<file path="config.mk">
export PLATFORM = sky130hd
export DESIGN_NAME = moving_average_inverse
export DESIGN_NICKNAME = d
export VERILOG_FILES = /design/src/rtl/moving_average_inverse.sv
export SDC_FILE = /design/constraint.sdc
export NUM_CORES = 1
export LEC_CHECK = 0
export CAP_MARGIN = 20
export CELL_PAD_IN_SITES_DETAIL_PLACEMENT = 0
export CELL_PAD_IN_SITES_GLOBAL_PLACEMENT = 1
export CORE_MARGIN = 2
export CORE_UTILIZATION = 35
export DETAILED_ROUTE_END_ITERATION = 7
export PLACE_DENSITY = 0.61
export SYNTH_ARGS = -nofsm -noshare
export SYNTH_HDL_FRONTEND = slang
export SYNTH_SLANG_ARGS = --single-unit
</file>
<file path="constraint.sdc">
create_clock -name Clk -period 3.2 [get_ports Clk]
set_input_delay 0.64 -clock Clk [delete_from_list [all_inputs] [get_ports Clk]]
set_output_delay 0.64 -clock Clk [all_outputs]
set_load 0.05 [all_outputs]
</file>
<file path="src/rtl/moving_average_inverse.sv">
// Inverse of the 3-tap moving averager: rebuilds x[n] from Z[n] by scaled reciprocal minus history.
// Optional saturation counter output sat_cnt is built when MA_INV_SATCNT_EN is defined.
module moving_average_inverse #(
  parameter int DATA_W     = 8,
  parameter int INV_GAIN   = 49,
  parameter int GAIN_SHIFT = 4,
  parameter int WARMUP     = 2
) (
  input  logic                     Clk,
  input  logic                     Reset,
  input  logic                     enable_n,
  input  logic                     clr,
  input  logic signed [DATA_W-1:0] Z,
  output logic signed [DATA_W-1:0] X_hat,
  output logic                     out_valid,
  output logic                     sat
`ifdef MA_INV_SATCNT_EN
  ,
  output logic [7:0]               sat_cnt
`endif
);

  // Handshake: a sample is accepted on a rising Clk edge with enable_n=0 and clr=0;
  // results appear on that same edge, out_valid pulses for one cycle per accept.

  localparam int PW = DATA_W + 8;
  localparam logic signed [PW-1:0] GAIN  = PW'(INV_GAIN);
  localparam logic signed [PW-1:0] MAX_V = PW'((1 << (DATA_W - 1)) - 1);
  localparam logic signed [PW-1:0] MIN_V = -PW'(1 << (DATA_W - 1));
  localparam logic [1:0]           WARM  = 2'(WARMUP);

  typedef enum logic [1:0] {IDLE, PRIME, RUN} state_t;

  state_t                    state;
  logic [1:0]                cnt;
  logic signed [DATA_W-1:0]  h1, h2;
  logic signed [PW-1:0]      z_ext, h1_ext, h2_ext;
  logic signed [PW-1:0]      prod, scl, sum;
  logic signed [DATA_W-1:0]  clip;
  logic                      clip_hit;
  logic                      accept;

  assign accept = !enable_n && !clr;
  assign z_ext  = $signed({{(PW-DATA_W){Z[DATA_W-1]}}, Z});
  assign h1_ext = $signed({{(PW-DATA_W){h1[DATA_W-1]}}, h1});
  assign h2_ext = $signed({{(PW-DATA_W){h2[DATA_W-1]}}, h2});
  assign prod   = z_ext * GAIN;
  assign scl    = prod >>> GAIN_SHIFT;
  // Difference is held at product width so it cannot wrap before clipping.
  assign sum    = scl - h1_ext - h2_ext;

  always_comb begin
    clip     = sum[DATA_W-1:0];
    clip_hit = 1'b0;
    if (sum > MAX_V) begin
      clip     = MAX_V[DATA_W-1:0];
      clip_hit = 1'b1;
    end else if (sum < MIN_V) begin
      clip     = MIN_V[DATA_W-1:0];
      clip_hit = 1'b1;
    end
  end

  always_ff @(posedge Clk or posedge Reset) begin
    if (Reset) begin
      state     <= IDLE;
      cnt       <= '0;
      h1        <= '0;
      h2        <= '0;
      X_hat     <= '0;
      out_valid <= 1'b0;
      sat       <= 1'b0;
`ifdef MA_INV_SATCNT_EN
      sat_cnt   <= '0;
`endif
    end else if (clr) begin
      state     <= IDLE;
      cnt       <= '0;
      h1        <= '0;
      h2        <= '0;
      X_hat     <= '0;
      out_valid <= 1'b0;
      sat       <= 1'b0;
`ifdef MA_INV_SATCNT_EN
      sat_cnt   <= '0;
`endif
    end else if (accept) begin
      X_hat     <= clip;
      sat       <= clip_hit;
      h2        <= h1;
      h1        <= clip;
      out_valid <= (state == RUN);
`ifdef MA_INV_SATCNT_EN
      if (clip_hit && sat_cnt != 8'hFF) sat_cnt <= sat_cnt + 8'd1;
`endif
      case (state)
        IDLE: begin
          cnt   <= 2'd1;
          state <= (WARM <= 2'd1) ? RUN : PRIME;
        end
        PRIME: begin
          cnt <= cnt + 2'd1;
          if (cnt + 2'd1 == WARM) state <= RUN;
        end
        default: state <= RUN;
      endcase
    end else begin
      out_valid <= 1'b0;
      sat       <= 1'b0;
    end
  end

endmodule

</file>
After elaboration in Yosys (flattened, before gate mapping)
Cells that the tools add are included.
{ "totals": {"reg_bits": 22, "latch_bits": 0, "mem_bits_rw": 0, "rom_bits": 0, "in_bits": 12, "output_inout_bits": 10, "elab_cells": 43, "n_memories": 0} }
{ "classes": {"add_sub_neg": 3, "multipliers": 1, "div": 0, "magnitude_cmp": 2, "eq_ne": 4, "shifts": 0, "muxes": 19, "n_bitwise": 0, "reduce_logical": 8} }
{ "op_table": {"columns": ["cell", "n"], "rows": [
  ["two-way mux 8 bit", 6],
  ["multiplier 8 x 7 -> 15 bit (second input constant)", 1],
  ["> comparator 13 x 8 -> 1 bit (second input constant)", 1],
  ["< comparator 13 x 8 -> 1 bit (second input constant)", 1],
  ["subtractor 12 x 8 -> 13 bit", 1],
  ["subtractor 11 x 8 -> 12 bit", 1],
  ["two-way mux 2 bit", 5],
  ["case mux 2 bit (2 select lines)", 2],
  ["two-way mux 1 bit", 6],
  ["equality test 2 bit (second input constant)", 2],
  ["AND reduction 2 bit", 2],
  ["inequality test 3 bit (second input constant)", 1],
  ["nonzero test 3 bit", 1],
  ["adder 2 x 1 -> 2 bit (second input constant)", 1],
  ["equality test 2 x 1 -> 1 bit (second input constant)", 1],
  ["logical NOT 1 bit", 2],
  ["logical NOT 2 bit", 1],
  ["nonzero test 2 bit", 1],
  ["logical AND 1 bit", 1]
]} }

Longest topological paths before layout
{ "depth": {"word_depth": 8, "depth_mapped": 22, "mapped_depth_nobuf": 22} }

Worst setup path after synthesis
No wires, ideal clock.
{ "synth_path": {"kind": "in2reg", "from": "input port Z[3]", "to": "register h1[4]", "setup_time_ns": 0.104, "arrival_ns": 5.283, "required_time_ns": 3.096, "setup_slack_ns": -2.187, "cell_stages": 21, "path_buffers": 0, "path_cell_list": "ha_1 -> ha_1 -> ha_1 -> fa_1 -> ha_1 -> o21ai_0 -> a21oi_1 -> o21a_1 -> nor2_1 -> o21ai_0 -> xnor2_1 -> fa_1 -> inv_1 -> ha_1 -> a21oi_1 -> nand3_1 -> nand3b_1 -> and3_2 -> nor4_2 -> a31oi_2 -> o311ai_1"} }
{ "synth_between": {"elab_chain_len": 8, "word_cells_on_any_way": 9, "cone_classes": "add/sub: 2; mul: 1; order compare: 2; mux: 4"} }
{ "synth_lines": {"columns": ["element", "line", "text"], "rows": [
  ["from (decl)", "13", "input logic signed [DATA_W-1:0] Z,"],
  ["multiplier 8 x 7 -> 15 bit *", "47", "assign prod = z_ext * GAIN;"],
  ["subtractor 11 x 8 -> 12 bit *", "50", "assign sum = scl - h1_ext - h2_ext;"],
  ["subtractor 12 x 8 -> 13 bit *", "50", null],
  ["< comparator 13 x 8 -> 1 bit", "58", "end else if (sum < MIN_V) begin"],
  ["two-way mux 8 bit", "58", null],
  ["two-way mux 8 bit *", "55", "if (sum > MAX_V) begin"],
  ["two-way mux 8 bit *", "87", "end else if (accept) begin"],
  ["two-way mux 8 bit *", "76", "end else if (clr) begin"],
  ["to (signal assigned)", "91", "h1 <= clip;"],
  ["to (decl)", "36", "logic signed [DATA_W-1:0] h1, h2;"]
]} }
Every way passes the cells marked *; elsewhere a longest branch is shown, timed or not. The select of a mux whose other input is x is not followed.
A chain may end at the register's enable or synchronous reset.

Worst setup path after layout
{ "layout_path": {"from": "input port Z[4]", "to": "register h1[5]"} }
The elaborated chain is that of the path after synthesis.

==> results.cfg <==
[run_status]
status = finished, violations left
failed_checks = setup timing

[layout]
fin_area_mm2 = 0.003964
drive_gt1_share_pct = 42.78
diodes = 0
area_growth_pct = 49.65
multi_input_area_mm2 = 0.002406
seq_area_um2 = 550.5
final_nets = 431
n_fill_cell = 690

[routing]
avgRoutedWirePerCell_um = 13.69
drcViolationCount = 0
drt_iter0_markers = 28
vias = 2132
antenna_left = 0
vias_per_cell = 4.717
wl_um = 6189
drt_first_pass_iters = 4

[global_routing]
antenna_found_initial = 0
grt_pass1_vias = 2264
grt_remaining_overflow = 0
grt_pass1_wl_um = 10700
gr-usage-all-layers_pct = 15.83
grt_max_degree = 23

[sta]
final.period_utilization_pct = 159.1
layout_setup_ws_ns = -1.892
finalHoldViolations = 0
finalClockSkew_ns = 0.001421
tightest_slew_ns = 0.8757
period_needed_ns = 5.092
setup_viol = 9
hold-worst-slack_ns = 0.5334
relSlewSlack_pct = 41.56
rsz0062_at_grt = yes
drv_slew = 0
max_freq_mhz = 196.4

[logic_synthesis]
yosysWarnings = 0
synth.avg_cell_area_um2 = 9.562
ys_seq_area_share_pct = 20.78
synth_cell_types = 53
synth_edf_count = 0
synth.top_cell.area_share_pct = 22.20
synthFlopType = dfrtp_1
syn_area_mm2 = 0.002649
synth_seq_cells = 22
synthArstFlopShare_pct = 100.0
postSynthNetCount = 354
synth_top_cell_by_area = ha_1
synth_most_common_cell = inv_1
synth_common_cells = inv_1 (50), ha_1 (47), dfrtp_1 (22)
synth_area_leaders = ha_1 (22%), dfrtp_1 (21%), fa_1 (14%), inv_1 (7.1%), mux2i_1 (3.0%)
synth_cells = 277

[critical_path]
max_stage_delay_ns = 0.58
crit_buf_inv = 4
crit_required_ns = 3.32
crit_path_start_kind = input port
critPathTopFamily = adder cells
crit_top_cell = ha_4
slowest_stage = fa_1
crit_arrival_ns = 5.21
crit_chain = buf_8, buf_6, ha_4, ha_4, ha_4, fa_1, ha_4, inv_2, a21oi_2, o21a_1, nor2_2, o21ai_2, xnor2_2, fa_1, inv_2, ha_4, a21oi_4, nand3_1, nand3b_1, a21oi_2, o211ai_1, o311ai_4, o311ai_1
endpoint_kind = flip-flop
crit_type = in2reg
worstPathMaxFanout = 7

[place]
hpwl_um = 4778
port-buffer-count = 21
postPlaceCellArea_mm2 = 0.003546
gp_congestion = 0.7392

[clock_tree]
cts.reportedPaths.clkPinSlew_ns = 0.08
cts_hold_buffers = 0
insertion_delay_ns = 0.26
cts_tree = done
numCtsBuffers = 3
clockBufferDepth = 2
htree_levels = 1
cts.sinks = 22
root_buffer = clkbuf_8

[floorplan]
rows = 31
core_mm2 = 0.007292
die_w_um = 91.00
start_util_pct = 36.32
die_h_um = 91.00
pin_count = 22
die_area_mm2 = 0.008280

[hold_path]
hold_path.class = reg2reg

[run]
cap_violations = 0
[flip-flops by register name, summed over array words and instances, names as in the netlist]
register / cells
cnt: 2
h2: 8
h1: 8
out_valid: 1
state: 2
sat: 1
[routing by layer]
metal  global-route usage, %  vias to the layer above  wire, um
met5                       0                        -         0
met4                   1.894                        0        66
met3                   2.739                        6       109
met2                   26.05                       22      2988
met1                   22.48                     1009      3024
li1                        -                     1095         -
[worst paths after layout]
kind	startpoint	endpoint	slack [ns]	cells after the start
max	Z[4]	h1[5]	-1.89	23
min	state[0]	out_valid	0.53	1
max reg2reg	h1[0]	h1[5]	0.10	9
min reg2reg	state[0]	out_valid	0.53	1
max in group asynchronous	Reset	h2[4]	1.81	2
min in group asynchronous	Reset	out_valid	0.86	2
[stage by stage]
step / cells / TNS [ns] / worst slack (ns) / utilization (%)
after detailed placement: 437 / -23.66 / -2.676 / 48.63
after CTS: 445 / -16.00 / -1.817 / 51.87
after floorplan: 277 / -15.18 / -1.736 / -
final: 452 / -16.46 / -1.892 / 54.36
after global routing: 452 / -17.82 / -2.039 / 54.36
after global placement: 437 / -23.63 / -2.659 / 48.63
[what timing repair did]
item	CTS	global route
resized for setup	65	31
pin swaps	34	30
setup buffers	4	7
setup endpoints to repair	9	9
[cell usage in the layout, fill, tap and decap left out, types with 4 or more instances in the layout]
cell | synthesis | routed
fa_1 | 18 | 17
ha_4 | 0 | 24
xor2_1 | 5 | 5
clkbuf_8 | 1 | 4
o21ai_2 | 0 | 4
o311ai_1 | 6 | 5
o21ai_0 | 10 | 4
ha_1 | 47 | 20
inv_2 | 0 | 12
a21oi_2 | 2 | 8
buf_6 | 0 | 5
nand2_1 | 14 | 13
xnor2_2 | 2 | 4
buf_4 | 0 | 50
dfrtp_1 | 22 | 22
xnor2_1 | 7 | 5
mux2i_1 | 8 | 8
inv_1 | 50 | 38
clkdlybuf4s50_1 | 0 | 13
nor2_1 | 20 | 18
o21a_1 | 4 | 4
[worst register-to-register path: cells and delay by family, from the launching register on]
kind	cells	cell delay, ns
flip-flops	1	0.40
XOR/XNOR	1	0.18
adder cells (fa/ha/maj)	2	0.90
AO/OA/AOI/OAI	5	1.22
AND/OR/NAND/NOR	1	0.25
[layout make-up]
class	count	share of cell area, %
Multi-Input combinational cell	201	60.70
Timing Repair Buffer	76	16.16
Sequential cell	22	13.89
Inverter	50	4.735
Tap cell	99	3.125
Clock buffer	4	1.389
[cells by family (layout without fill, tap and decap cells)]
logic type	after synthesis	count (layout)	share of synthesized area (%)
compound gates	56	56	16.01
xor+xnor	14	14	5.196
fa+ha+maj	65	65	35.81
buf+inv	54	130	8.030
flops	22	22	20.78
mux	8	8	3.023
simple gates	58	58	11.15
Power is left out: the tool's default activity adds up to more than one toggle a clock period on the data nets, which glitch-free logic cannot reach.
==> RTL edit 1, RTL diff (same flow settings) <==
Register the inputs `enable_n`, `clr` and `Z` before use, without a reset. The logic sees them one clock later.
--- a/src/rtl/moving_average_inverse.sv
+++ b/src/rtl/moving_average_inverse.sv
@@ -32,4 +32,14 @@
   typedef enum logic [1:0] {IDLE, PRIME, RUN} state_t;
 
+  logic enable_n_q;
+  logic clr_q;
+  logic signed [DATA_W-1:0] Z_q;
+
+  always_ff @(posedge Clk) begin
+    enable_n_q <= enable_n;
+    clr_q      <= clr;
+    Z_q        <= Z;
+  end
+
   state_t                    state;
   logic [1:0]                cnt;
@@ -41,6 +51,6 @@
   logic                      accept;
 
-  assign accept = !enable_n && !clr;
-  assign z_ext  = $signed({{(PW-DATA_W){Z[DATA_W-1]}}, Z});
+  assign accept = !enable_n_q && !clr_q;
+  assign z_ext  = $signed({{(PW-DATA_W){Z_q[DATA_W-1]}}, Z_q});
   assign h1_ext = $signed({{(PW-DATA_W){h1[DATA_W-1]}}, h1});
   assign h2_ext = $signed({{(PW-DATA_W){h2[DATA_W-1]}}, h2});
@@ -74,5 +84,5 @@
       sat_cnt   <= '0;
 `endif
-    end else if (clr) begin
+    end else if (clr_q) begin
       state     <= IDLE;
       cnt       <= '0;
Function: changed (a bounded check fails within 4 cycles, from zero or initial values and one cycle with Reset high).
==> RTL edit 1 against the original RTL <==
The run still ends with negative setup slack left; area after synthesis increased by 7.6%; setup slack got worse by 0.042 ns; hold slack got worse by 0.0017 ns; utilization is 1.7 points lower; first-iteration DRC count is 75% higher; sequential cell count up 10; register-to-register slack lost 2.0 ns; maximum frequency down 0.81%; wire length grew 2.2%; die area is 7.3% higher; final area grew 3.6%; synthesized cell count grew 5.4%; critical endpoint is now h1[4].
Power is not shown: default switching activity piles up to over one toggle a cycle in this logic, so the estimate is an artifact.
==> RTL edit 1: results (changes against the original RTL) <==
Run status
  • Status: finished with violations
  • Failing checks: negative setup slack

Synth
  • Sequential fraction of the synthesis area: 26.3% (+5.6 points)
  • Synth async-reset ratio: 68.8% (-31 points)
  • Most frequent cells after synthesis: inv_1 (50), ha_1 (47), nor2_1 (26)
  • Adder-cell share of the synthesized area: 33.3% (-2.5 points)
  • XOR/XNOR share of the synthesized area: 4.61% (-0.59 points)
  • Count of cell types in the netlist: 48 (-9.4%)
  • Net Count, Synth: 369 (+4.2%)
  • Mux share of post-synthesis cell area: 2.81% (-0.21 points)
  • Synth Area in Compound Gates: 15.7% (-0.30 points)
  • Top post-synthesis cells by area: ha_1 (21%), dfrtp_1 (19%), fa_1 (13%)
  • Syn Inst Count: 292 (+5.4%)

Placement
  • Post-DP Area: 3690 um2 (+4.1%)
  • Detail Placement HPWL: 5020 um (+5.0%)
  • Final GP Congestion: 0.744 (+0.65%)
  • Dpl cells: 460 (+5.3%)

Finish
  • Final std cells w/o fill: 471 (+4.2%)
  • Final net count: 445 (+3.2%)
  • Filler Cell Count: 729 (+5.7%)
  • Top Registers: Z_q: 8 flops, h1: 8 flops, h2: 8 flops
  • Share of post-route cells with drive strength above 1: 34.4% (-8.4 points)

Setup path
  • Worst setup path end: h1[4]
  • Peak per-stage delay on the critical path: 0.53 ns (-0.05 ns)
  • Reg2reg end: h1[4]
  • Maximum fanout along the worst path: 5 (-2)
  • Crit Path Class: reg -> reg

Route
  • Vias per cell: 4.82 (+2.2%)
  • DR iter-0 viols: 49 (+75%)

GRT
  • Met2 usage: 25.7% (-0.39 points)
  • Global-route track usage on met3: 2.89% (+0.15 points)
  • Aggregate global-route resource usage: 15.1% (-0.73 points)
  • Vias in the first global route: 2311 (+2.1%)
  • Antenna violations before repair: 0 (unchanged)
  • Grt met1 use: 20.2% (-2.3 points)

Timing
  • Slew margin rel.: 42.1% (+0.59 points)
  • TNS Setup: -16.78 ns (-0.316 ns)
  • Worst Slack Setup Final: -1.93 ns (-0.0416 ns)
  • Clk_skew: 0.00803 ns (+0.00661 ns)
  • Finish-stage setup viols: 9 (unchanged)

CTS
  • Resized cells post-CTS: 35 (-46%)
==> RTL edit 1: cell count changes after synthesis, sizes merged, moves of 4 or more <==
| cell | before | now |
|---|---|---|
| dfxtp | 0 | 10 |
| xnor2 | 9 | 13 |
| nand2 | 14 | 6 |
| nor3 | 1 | 6 |
| nor2 | 20 | 26 |
| nor2b | 1 | 6 |
| a221o | 0 | 5 |
| o311ai | 7 | 0 |
==> RTL edit 1: cell type report <==
| class | instances | area (um2) | share of cell area (%) |
|---|---|---|---|
| inverters | 50 | 190 | 4.63 |
| clock buffers | 8 | 100 | 2.44 |
| multi-input cells | 205 | 2310 | 56.3 |
| repair buffers | 74 | 608 | 14.8 |
| flip-flops and latches | 32 | 768 | 18.7 |
| well taps | 102 | 128 | 3.11 |
==> RTL edit 1: layer usage <==
metal	vias up	wire length, um
met5	-	0
met4	0	27
met3	2	194
met2	29	3070
met1	1089	3030
li1	1151	-
==> RTL edit 1: stage by stage <==
stage          hold WS, ns  worst slack, ns
5_1_grt              0.562            -2.15
4_1_cts              0.534            -1.90
6_report             0.532            -1.93
3_5_place_dp         0.521            -2.06
2_1_floorplan        0.478            -1.71
3_3_place_gp         0.508            -2.11
==> RTL edit 1: cells by family after synthesis <==
group | after synthesis
xor gates and xnor gates | 15
DFF | 32
muxes | 8
adders and majority gates | 65
AOI/OAI and AO/OA | 62
and+or+nand+nor | 55
buffers and inverters | 55
==> RTL edit 1: worst min-delay path by stage <==
stage	from	slack, ns	endpoint	cells after the start
4_1_cts	state[0]	0.53	out_valid	1
6_report	h2[1]	0.53	h2[1]	2
5_1_grt	state[0]	0.56	out_valid	1
2_1_floorplan	state[0]	0.48	out_valid	1
3_5_place_dp	h2[1]	0.52	h2[1]	2
3_3_place_gp	h2[6]	0.51	h2[6]	2
==> RTL edit 2, RTL diff (same flow settings) <==
Made on the original files. The parameter `DATA_W` goes from 8 to 6.
--- a/src/rtl/moving_average_inverse.sv
+++ b/src/rtl/moving_average_inverse.sv
@@ -2,5 +2,5 @@
 // Optional saturation counter output sat_cnt is built when MA_INV_SATCNT_EN is defined.
 module moving_average_inverse #(
-  parameter int DATA_W     = 8,
+  parameter int DATA_W     = 6,
   parameter int INV_GAIN   = 49,
   parameter int GAIN_SHIFT = 4,
Ports: changed (resized X_hat and Z); port bits go from 22 to 18. No check against the original RTL was run, so the function may have changed too.
==> RTL edit 2 against the original RTL <==
The flow still finishes with violations (negative setup slack); clock skew rose by 0.0028 ns; final area fell by 21%; wire length fell by 14%; setup slack got worse by 0.092 ns; via count fell by 17%; final cell count fell by 19%; critical path depth rose by 1; sequential share of layout area rose by 0.41 points; hold slack got worse by 0.014 ns; area after synthesis fell by 20%; sequential cell count fell by 4; critical path type unchanged; highest routed layer unchanged.
Power is left out: the tool's default activity adds up to more than one toggle a clock period on the data nets, which glitch-free logic cannot reach.
==> RTL edit 2: results (changes against the original RTL) <==
Finish
  • Signal buffers: 71 (-6.6%)
  • Area Overhead vs Synth: 49.3%
  • Clock-cell share: 1.31% (-0.078 points)
  • Multi-In Gates: 162 (-19%)
  • Top Registers: h1: 6 flops, h2: 6 flops
  • Non-clk invs: 35 (-30%)
  • Final net count: 350 (-19%)
  • Non-clock buffer share: 19.2% (+3.0 points)

Timing
  • Finish-stage setup viols: 7 (-2)
  • Clk_skew: 0.00423 ns (+0.00281 ns)
  • Worst Slack Setup Final: -1.98 ns (-0.0920 ns)
  • Slew margin rel.: 49.1% (+7.5 points)

Setup path
  • CP Launch Point: Z[1]
  • Maximum fanout along the worst path: 6 (-1)
  • Peak per-stage delay on the critical path: 0.55 ns (-0.03 ns)
  • Reg-to-reg slack, setup: 0.06 ns (-0.04 ns)

Synth
  • #FFs+latches synth: 18 (-18%)
  • Most frequent cells after synthesis: ha_1 (36), inv_1 (35), nor2_1 (21)

Placement
  • Post-DP Area: 2820 um2 (-20%)
  • Setup WS pre-CTS: -2.90 ns (-0.223 ns)
  • Detail Placement HPWL: 4090 um (-14%)
  • # port buffers: 17 (-19%)
  • Final GP Congestion: 0.744 (+0.60%)

GRT
  • First-pass GRT wire length: 8990 um (-16%)
  • Pin count of the biggest net entering global routing: 19 (-17%)
  • Vias in the first global route: 1904 (-16%)
  • Aggregate global-route resource usage: 17.8% (+1.9 points)

Route
  • Met2 routed WL: 2620 um (-12%)
  • DR iter-0 viols: 43 (+54%)
  • Met3 routed WL: 91 um (-17%)

Run status
  • Failing checks: negative setup slack
  • Status: finished with violations
[RTL edit 2: cell families (layout without fill, tap and decap cells)]
family	Yosys count	in the layout	synth area share, %
AOI/OAI and AO/OA	52	52	20.0
and+or+nand+nor	45	45	9.85
DFF	18	18	21.4
adders and majority gates	49	49	33.7
xor gates and xnor gates	9	9	4.09
muxes	7	7	3.32
buffers and inverters	41	109	7.65
[RTL edit 2: timing repair]
| item | in CTS | in global routing |
|---|---|---|
| buffers inserted | 9 | 3 |
| endpoints found under the setup margin | 7 | 7 |
| resized for setup | 36 | 22 |
| pin swaps | 25 | 14 |
[RTL edit 2: critical path: cells and delay by family]
family          cells  cell delay (ns)
fa+ha+maj           8             2.27
simple gates        1             0.10
buf+inv             5             0.73
mux                 1             0.11
xor+xnor            1             0.12
compound gates      8             1.36
